<file path="src/rtl/proj_buffer_writer.sv">
// Write-side controller for the projection FM buffer: fills one frame from a
// valid/ready stream, launches the reader, then waits for its completion edge.
module proj_buffer_writer #(
    parameter int FM_BUFFER_SIZE = 8,
    parameter int DATA_W         = 32,
    parameter int FRAME_CNT_W    = 16
) (
    input  logic                      clk_i,
    input  logic                      rst_i,
    input  logic                      in_valid_i,
    input  logic [DATA_W-1:0]         in_data_i,
    output logic                      in_ready_o,
    input  logic                      flush_i,
    output logic                      wr_en_o,
    output logic [FM_BUFFER_SIZE-1:0] wr_addr_o,
    output logic [DATA_W-1:0]         wr_data_o,
    output logic                      proj_start_o,
    input  logic                      proj_done_i,
    output logic [FRAME_CNT_W-1:0]    frame_cnt_o
);

    localparam int PTR_W = (FM_BUFFER_SIZE > 1) ? $clog2(FM_BUFFER_SIZE) : 1;

    typedef enum logic [1:0] {
        IDLE      = 2'd0,
        FILL      = 2'd1,
        START     = 2'd2,
        WAIT_DONE = 2'd3
    } state_t;

    state_t                    state_q, state_d;
    logic [PTR_W-1:0]          wr_ptr_q, wr_ptr_d;
    logic                      done_prev_q;
    logic                      in_ready_q, in_ready_d;
    logic                      wr_en_q, wr_en_d;
    logic [FM_BUFFER_SIZE-1:0] wr_addr_q, wr_addr_d;
    logic [DATA_W-1:0]         wr_data_q, wr_data_d;
    logic                      proj_start_q, proj_start_d;
    logic [FRAME_CNT_W-1:0]    frame_cnt_q, frame_cnt_d;

    logic accept;
    logic done_rise;
    logic ptr_last;

    // in_ready_q mirrors (state_q == FILL), so it doubles as the FILL qualifier.
    assign accept    = in_valid_i & in_ready_q;
    assign done_rise = proj_done_i & ~done_prev_q;
    assign ptr_last  = (wr_ptr_q == PTR_W'(FM_BUFFER_SIZE - 1));

    always_comb begin
        state_d     = state_q;
        wr_ptr_d    = wr_ptr_q;
        frame_cnt_d = frame_cnt_q;
        wr_en_d     = 1'b0;
        wr_addr_d   = wr_addr_q;
        wr_data_d   = wr_data_q;

        case (state_q)
            IDLE: state_d = FILL;
            FILL: begin
                if (accept) begin
                    wr_en_d   = 1'b1;
                    wr_addr_d = FM_BUFFER_SIZE'(wr_ptr_q);
                    wr_data_d = in_data_i;
                    if (ptr_last) begin
                        wr_ptr_d = '0;
                        state_d  = START;
                    end else begin
                        wr_ptr_d = wr_ptr_q + 1'b1;
                    end
                end
            end
            START: state_d = WAIT_DONE;
            WAIT_DONE: begin
                if (done_rise) begin
                    frame_cnt_d = frame_cnt_q + 1'b1;
                    state_d     = FILL;
                end
            end
            default: state_d = IDLE;
        endcase

        // Flush overrides everything decided above, including a pending launch.
        if (flush_i && (state_q != IDLE)) begin
            state_d     = FILL;
            wr_ptr_d    = '0;
            frame_cnt_d = frame_cnt_q;
            wr_en_d     = 1'b0;
            wr_addr_d   = wr_addr_q;
            wr_data_d   = wr_data_q;
        end

        in_ready_d   = (state_d == FILL);
        proj_start_d = (state_d == START);
    end

    always_ff @(posedge clk_i or posedge rst_i) begin
        if (rst_i) begin
            state_q      <= IDLE;
            wr_ptr_q     <= '0;
            done_prev_q  <= 1'b0;
            in_ready_q   <= 1'b0;
            wr_en_q      <= 1'b0;
            wr_addr_q    <= '0;
            wr_data_q    <= '0;
            proj_start_q <= 1'b0;
            frame_cnt_q  <= '0;
        end else begin
            state_q      <= state_d;
            wr_ptr_q     <= wr_ptr_d;
            done_prev_q  <= proj_done_i;
            in_ready_q   <= in_ready_d;
            wr_en_q      <= wr_en_d;
            wr_addr_q    <= wr_addr_d;
            wr_data_q    <= wr_data_d;
            proj_start_q <= proj_start_d;
            frame_cnt_q  <= frame_cnt_d;
        end
    end

    assign in_ready_o   = in_ready_q;
    assign wr_en_o      = wr_en_q;
    assign wr_addr_o    = wr_addr_q;
    assign wr_data_o    = wr_data_q;
    assign proj_start_o = proj_start_q;
    assign frame_cnt_o  = frame_cnt_q;

endmodule

</file>
<file path="config.mk">
export PLATFORM = sky130hd
export DESIGN_NAME = proj_buffer_writer
export DESIGN_NICKNAME = d
export VERILOG_FILES = /design/src/rtl/proj_buffer_writer.sv
export SDC_FILE = /design/constraint.sdc
export NUM_CORES = 1
export LEC_CHECK = 0
export BUFFER_PORTS_ARGS = -buffer_cell sky130_fd_sc_hd__buf_4
export CORE_ASPECT_RATIO = 1.2
export CORE_MARGIN = 3
export CORE_UTILIZATION = 52
export DETAILED_ROUTE_END_ITERATION = 8
export PLACE_DENSITY = 0.84
export SYNTH_ARGS = -nofsm -noshare
export SYNTH_HDL_FRONTEND = slang
export SYNTH_SLANG_ARGS = --single-unit
export TNS_END_PERCENT = 10
</file>
<file path="constraint.sdc">
create_clock -name clk_i -period 3.7 [get_ports clk_i]
set_input_delay 0.74 -clock clk_i [delete_from_list [all_inputs] [get_ports clk_i]]
set_output_delay 0.74 -clock clk_i [all_outputs]
set_load 0.05 [all_outputs]
</file>
# [After elaboration in Yosys (flattened, before gate mapping)]
# Index checks and enable logic that the tools add are counted.
[word_totals] register_bits=60 ram_bits=0 memories=0 romBits=0 latch_bits=0 inputBits=37
[classes] mul=0 bitwise=4 addsub=2 magnitude_cmp=0 div=0 mux=12 n_reduce_logical=8 shift=0 eq_ne=6
[ops] cell="$add 16x1->16 const B" n=1
[ops] cell="$mux 3" n=4
[ops] cell="$mux 2" n=4
[ops] cell="$pmux 2 s4" n=1
[ops] cell="$eq 2x2->1 const B" n=3
[ops] cell="$reduce_and 3->1" n=2
[ops] cell="$reduce_bool 2->1" n=3
[ops] cell="$eq 2x1->1 const B" n=2
[ops] cell="$add 3x1->3 const B" n=1
[ops] cell="$eq 3x3->1 const B" n=1
[ops] cell="$mux 1" n=3
[ops] cell="$and 1x1->1" n=2
[ops] cell="$logic_not 2->1" n=1
[ops] cell="$not 1->1" n=2
[ops] cell="$reduce_and 2->1" n=1
[ops] cell="$logic_and 1x1->1" n=1

# [Longest topological paths before layout]
# Gate-level depths: netlist of run 1.
[depth] ltp_word=6 mapped_depth=5 mapped_depth_nobuf=5

# [Least setup slack after synthesis of run 1]
# No wires, ideal clock.
[synth_timing] path_kind="input to register" start="input port in_valid_i" end="register wr_data_q[0] (netlist: wr_data_o[0])" setup_time_ns=0.125 stages=4 setup_slack_ns=1.971 path_buffers=1 t_arrival_ns=1.604 t_required_ns=3.575 cell_sequence="nand4b_4 -> nor2_8 -> buf_4 -> mux2_2"
[synth_via] elab_chain_cells=2
[synth_rtl] item="from (decl)" line_no="10" source="input logic in_valid_i,"
[synth_rtl] item="$and 1x1->1" line_no="46" source="assign accept = in_valid_i & in_ready_q;"
[synth_rtl] item="$reduce_and 3->1 (no line)"
[synth_rtl] item="to (signal assigned)" line_no="115" source="wr_data_q <= wr_data_d;"
[synth_rtl] item="to (decl)" line_no="37" source="logic [DATA_W-1:0] wr_data_q, wr_data_d;"
# No other way between the ends.
# A chain may end at the register's enable or synchronous reset.

# [Final worst setup path of run 1]
[layout_timing] start="register state_q[1]" end="register wr_data_q[12] (netlist: wr_data_o[12])"
[layout_via] elab_chain_cells=4 word_cells_on_any_way=5 classes_between="eq/ne: 1; bitwise: 1; reduce/logical: 3"
[layout_rtl] item="from (decl)" line_no="31" source="state_t state_q, state_d;"
[layout_rtl] item="from (signal assigned)" line_no="109" source="state_q <= state_d;"
[layout_rtl] item="$reduce_bool 2->1" line_no="84" source="if (flush_i && (state_q != IDLE)) begin"
[layout_rtl] item="$logic_and 1x1->1" line_no="84"
[layout_rtl] item="$not 1->1 (no line)"
[layout_rtl] item="$reduce_and 3->1 (no line) (*)"
# Every way passes the cells marked *; elsewhere a longest branch is shown, timed or not.

==> flow_summary.json, run 1 <==
{
  "p_clk_frac": 0.300,
  "min_period_ns": 1.76,
  "synth_top_area_cell": "dfrtp_1",
  "combPwrFrac": 0.254,
  "syn-cell-area_sq_um": 2480,
  "io_pins": 96,
  "critPathMaxFanout": 37,
  "grtUsageTotal": 0.178,
  "grt_max_degree": 38,
  "numPortBuffers": 90,
  "grt_pass1_vias": 1692,
  "swShare": 0.321,
  "drtAntennaViolNets": 0,
  "stdcell_count": 332,
  "cp-end-kind": "flop",
  "ir_drop_mv": 0.346,
  "ys_ff_latch": 60,
  "dieArea_sq_um": 5630,
  "drc": 0,
  "cts_sinks": 60,
  "setup_viol": 0,
  "synth_edf_count": 0,
  "status": "completed",
  "overflow": 0,
  "seqPwrFrac": 0.446,
  "crit_required_ns": 3.90,
  "fmax_mhz": 567,
  "max-slew-margin-rel": 0.607,
  "worst_pin_slew_ns": 0.589,
  "cts-root-buf": "clkbuf_8",
  "rr_worst_depth": 3,
  "finalNetCount": 312,
  "initial_core_util": 0.560,
  "ys_warn_count": 0,
  "synth_top_area_frac": 0.606,
  "antenna_found_initial": 0,
  "finalClockSkew_ns": 0.00930,
  "via_per_inst": 5.03,
  "diodes": 0,
  "cts_resized": 0,
  "dpl.cell_count": 317,
  "wl_um": 4850,
  "area_growth_pct": 35.4,
  "hold_viol_final": 0,
  "worstHoldPathType": "reg -> reg",
  "synth_ff_type": "dfrtp_1",
  "internal-power_mw": 1.13,
  "avgSynthCellArea_sq_um": 14.2,
  "clk_pin_slew_worst_paths_ns": 0.06,
  "drv_cap": 0,
  "htreeDepth": 3,
  "dpl.hpwl_um": 3590,
  "post_cts_buffers": 0,
  "num_vias": 1670,
  "p_leak_nw": 1.70,
  "finalMaxSlewViolations": 0,
  "fp.dieH_um": 81.6,
  "cts_buffer_depth": 2,
  "cts_tree": "built",
  "crit_type": "reg -> reg",
  "period_share": 0.477,
  "firstDrtPassIters": 2,
  "hold_buffers": 0,
  "fp.coreArea_sq_um": 4420,
  "rsz0062_at_grt": "no",
  "drive_gt1_frac": 0.536,
  "grt_pass1_wl_um": 7740,
  "power_switching_mw": 0.536,
  "cp.arrival_ns": 1.96,
  "row_count": 26,
  "synth.area.top_cells": "dfrtp_1 (61%), mux2_2 (16%), xor2_1 (3.2%)",
  "synth_cell_type_count": 27,
  "wire_per_inst_um": 14.6,
  "gp_congestion": 0.763,
  "async_reset_ff_frac": 1.00,
  "drt_iter0_markers": 59,
  "setup_tns_ns": 0,
  "numCtsBuffers": 9,
  "clk_latency_ns": 0.32,
  "hold_path_depth": 1,
  "postSynthCellCount": 174,
  "fp.dieW_um": 69.0,
  "cp-start-kind": "flop",
  "synth_seq_area_share": 0.606,
  "power.density_nw_per_um2": 498
}
==> final timing paths <==
path	startpoint	to	slack [ns]
setup / recovery	state_q[1]	wr_data_o[12]	1.94
hold / removal	frame_cnt_o[15]	frame_cnt_o[15]	0.47
setup reg to reg	state_q[1]	wr_data_o[12]	1.94
hold reg to reg	frame_cnt_o[15]	frame_cnt_o[15]	0.47
max in group asynchronous	rst_i	wr_en_o	2.41
min in group asynchronous	rst_i	wr_data_o[3]	0.48
==> power by group through the flow <==
stage                     logic (mW)  clock network [mW]  registers [mW]
after floorplan               0.0954                   0           0.949
after global placement         0.423                   0           0.755
after detailed placement       0.429                   0           0.755
after CTS                      0.430               0.517           0.745
after global routing           0.444               0.546           0.751
final                          0.425               0.501           0.744
==> registers in the layout, summed over array words and instances (netlist names) <==
signal / count
wr_ptr_q: 3
wr_en_o: 1
wr_data_o: 32
frame_cnt_o: 16
state_q: 2
done_prev_q: 1
in_ready_o: 1
wr_addr_o: 3
proj_start_o: 1
==> cell families after synthesis <==
logic type                 Yosys count  share of synthesized area
muxes                               36                      0.164
DFF                                 60                      0.606
adders and majority gates            3                     0.0152
buffers and inverters               13                     0.0318
other                                1                    0.00151
and+or+nand+nor                     41                      0.117
xor gates and xnor gates            15                     0.0530
AOI/OAI and AO/OA                    5                     0.0121
==> synthesized netlist by cell type, types with 2 or more instances <==
cell,number
nor3b_1,2
nor2_1,8
and2_1,2
xnor2_1,6
mux2_2,36
nand3_1,5
nor3_1,3
inv_1,5
dfrtp_1,60
nand4_1,3
nand2_1,8
buf_4,8
ha_1,3
a21oi_1,3
xor2_1,9
nand4b_4,2
==> cell usage in the layout, fill, tap and decap left out, types with 2 or more instances in the layout <==
master     n
inv_1      4
nand4_1    3
xnor2_1    6
xor2_1     9
ha_1       3
nor3_1     3
nand3_1    5
conb_1     5
a21oi_1    3
dfrtp_1   60
clkinv_2   2
clkbuf_1   2
buf_4     91
nor2_1     8
mux2_2    36
nand2_1    8
nand4b_4   2
nor3b_1    2
and2_1     2
clkbuf_8  11
==> layer usage <==
metal	part of all wire	vias up	routed length, um	GRT usage
met5	0	-	0	0
met4	0.019	0	92	0.0938
met3	0.066	9	322	0.0624
met2	0.53	59	2590	0.315
met1	0.38	814	1850	0.190
li1	-	788	-	-
==> critical path, cell delays in order (launching register included) <==
cell	delay, ns
dfrtp_1	0.46
nand4b_4	0.27
nor2_8	0.50
mux2_2	0.40
==> cell type report <==
class / count / area [sq um]
clock buffer: 13 / 159
timing repair buffer: 91 / 683
multi-input combinational: 105 / 912
fill: 308 / 1070
inverter: 5 / 18.8
clock inverter: 2 / 10.0
tap: 56 / 70.1
sequential: 60 / 1500
==> stage by stage <==
stage | util | area, sq um | power, mW | hold slack [ns] | worst slack, ns
2_1_floorplan | - | 2490 | 1.04 | 0.506 | 1.48
3_3_place_gp | 0.720 | 3190 | 1.18 | 0.461 | 1.65
3_5_place_dp | 0.720 | 3190 | 1.18 | 0.459 | 1.64
4_1_cts | 0.758 | 3350 | 1.69 | 0.472 | 1.92
5_1_grt | 0.758 | 3350 | 1.74 | 0.488 | 1.84
6_report | 0.758 | 3350 | 1.67 | 0.466 | 1.94
Note: power is estimated with default switching activity, not from simulation.
==> run 2: changes to the inputs <==
--- a/config.mk
+++ b/config.mk
@@ -8,9 +8,9 @@
 export BUFFER_PORTS_ARGS = -buffer_cell sky130_fd_sc_hd__buf_4
 export CORE_ASPECT_RATIO = 1.2
 export CORE_MARGIN = 3
-export CORE_UTILIZATION = 52
+export CORE_UTILIZATION = 48
 export DETAILED_ROUTE_END_ITERATION = 8
-export PLACE_DENSITY = 0.84
+export PLACE_DENSITY = 0.79
 export SYNTH_ARGS = -nofsm -noshare
 export SYNTH_HDL_FRONTEND = slang
 export SYNTH_SLANG_ARGS = --single-unit
==> constraint.sdc (replaced) <==
create_clock -name clk_i -period 1.8 [get_ports clk_i]
set_input_delay 0.36 -clock clk_i [delete_from_list [all_inputs] [get_ports clk_i]]
set_output_delay 0.36 -clock clk_i [all_outputs]
set_load 0.05 [all_outputs]
==> flow_summary.json, run 2 (synthesis results as in run 1) <==
{
  "cts_sinks": 60,
  "r2r-end": "wr_data_o[31]",
  "critPathMaxFanout": 19,
  "drc": 0,
  "finalClockSkew_ns": 0.00782,
  "wire_per_inst_um": 13.9,
  "cts_tree": "built",
  "finalMaxSlewViolations": 0,
  "grtUsageTotal": 0.168,
  "cts-root-buf": "clkbuf_8",
  "crit_required_ns": 2.00,
  "cp-start-kind": "flop",
  "fin_ws_ns": 0.236,
  "power.density_nw_per_um2": 1010,
  "row_count": 28,
  "fp.coreArea_sq_um": 4970,
  "drt_iter0_markers": 39,
  "grt_pass1_wl_um": 7980,
  "final_util": 0.687,
  "clk_latency_ns": 0.32,
  "seqPwrFrac": 0.444,
  "clk_pin_slew_worst_paths_ns": 0.07,
  "crit_cells": 4,
  "min_period_ns": 1.56,
  "path_buf_inv": 1,
  "via_per_inst": 4.89,
  "drive_gt1_frac": 0.540,
  "rsz0062_at_grt": "no",
  "firstDrtPassIters": 2,
  "p_leak_nw": 1.72,
  "htreeDepth": 3,
  "layout_common_cells": "buf_4 (90), dfrtp_1 (60), mux2_2 (36)",
  "overflow": 0,
  "layout_commonest_cell": "buf_4",
  "cts_buffer_depth": 2,
  "grt_pass1_vias": 1719,
  "swShare": 0.321,
  "hold_buffers": 0,
  "cp-end-kind": "flop",
  "p_clk_frac": 0.300,
  "internal-power_mw": 2.34,
  "worstHoldPathType": "in -> async",
  "fp.dieW_um": 71.6,
  "cp.arrival_ns": 1.77,
  "crit_type": "reg -> reg",
  "crit_chain": "nand4b_4 -> nor2_8 -> buf_12 -> mux2_2",
  "stdcell_count": 338,
  "wl_um": 4710,
  "post_cts_buffers": 0,
  "area_growth_pct": 37.9,
  "drv_cap": 0,
  "finalNetCount": 314,
  "dpl.hpwl_um": 3430,
  "largest_reg_flops": 32,
  "critPathTopFamily": "simple AND/OR/NAND/NOR gates",
  "setup_tns_ns": 0,
  "dp_slack_ns": 0.238,
  "io_pins": 96,
  "reg2reg_setup_slack_ns": 0.24,
  "fp.dieH_um": 84.7,
  "dieArea_sq_um": 6060,
  "drtAntennaViolNets": 0,
  "combPwrFrac": 0.256,
  "rr_startpoint": "state_q[1]",
  "max_stage_delay_ns": 0.44,
  "ir_drop_mv": 0.785,
  "cts_resized": 0,
  "numCtsBuffers": 9,
  "fmax_mhz": 639,
  "initial_core_util": 0.498,
  "dpl.cell_count": 323,
  "grt_max_degree": 61,
  "numPortBuffers": 90,
  "period_share": 0.869,
  "design_area_sq_um": 3420,
  "status": "completed",
  "placed_cell_area_sq_um": 3250,
  "diodes": 0,
  "hold_viol_final": 0,
  "antenna_found_initial": 0,
  "power_switching_mw": 1.11,
  "gp_congestion": 0.739,
  "rr_worst_depth": 4,
  "crit_slowest_cell": "dfrtp_1",
  "num_vias": 1654,
  "setup_viol": 0
}
-- run 2: cell types whose count changed in the layout (fill, tap and decap cells not counted), sizes merged --
| cell | before | now |
|---|---|---|
| inv | 5 | 4 |
| clkinvlp | 0 | 1 |
| buf | 91 | 93 |
-- run 2: worst max-delay path by stage --
stage                     from            end  slack, ns
floorplan           in_ready_o   wr_data_o[0]       0.08
global placement    state_q[1]  wr_data_o[13]       0.26
detailed placement  state_q[1]  wr_data_o[19]       0.24
CTS                 state_q[1]  wr_data_o[31]       0.21
global route        state_q[1]  wr_data_o[31]       0.16
finish              state_q[1]  wr_data_o[31]       0.24
-- run 2: routing by layer --
metal | wire length (um) | up-vias | track usage | part of all wire
met5 | 0 | - | 0 | 0
met4 | 74 | 0 | 0.0821 | 0.016
met3 | 293 | 7 | 0.0383 | 0.062
met2 | 2360 | 56 | 0.268 | 0.50
met1 | 1980 | 801 | 0.214 | 0.42
li1 | - | 790 | - | -
-- run 2: stage by stage --
| stage | hold WS (ns) | power [mW] |
|---|---|---|
| floorplan | 0.391 | 2.15 |
| global placement | 0.465 | 2.43 |
| detailed placement | 0.469 | 2.45 |
| CTS | 0.121 | 3.49 |
| global route | 0.132 | 3.58 |
| finish | 0.109 | 3.45 |
-- run 2: worst register-to-register path, cell delays in order (launching register included) --
cell      delay (ns)
dfrtp_1         0.44
nand4b_4        0.27
nor2_8          0.21
buf_12          0.18
mux2_2          0.35
-- run 2: final cells by class --
cell class              count  area, sq um
fillers                   394         1560
flip-flops and latches     60         1500
multi-input cells         105          912
repair buffers             93          736
clock buffers              13          159
well taps                  60         75.1
inverters                   5         22.5
clock inverters             2         10.0
-- run 2: power groups by stage --
stage / clock [mW] / combinational (mW) / sequential, mW
final: 1.03 / 0.884 / 1.53
after global routing: 1.12 / 0.921 / 1.55
after CTS: 1.06 / 0.894 / 1.53
after detailed placement: 0 / 0.893 / 1.55
after global placement: 0 / 0.881 / 1.55
after floorplan: 0 / 0.197 / 1.95
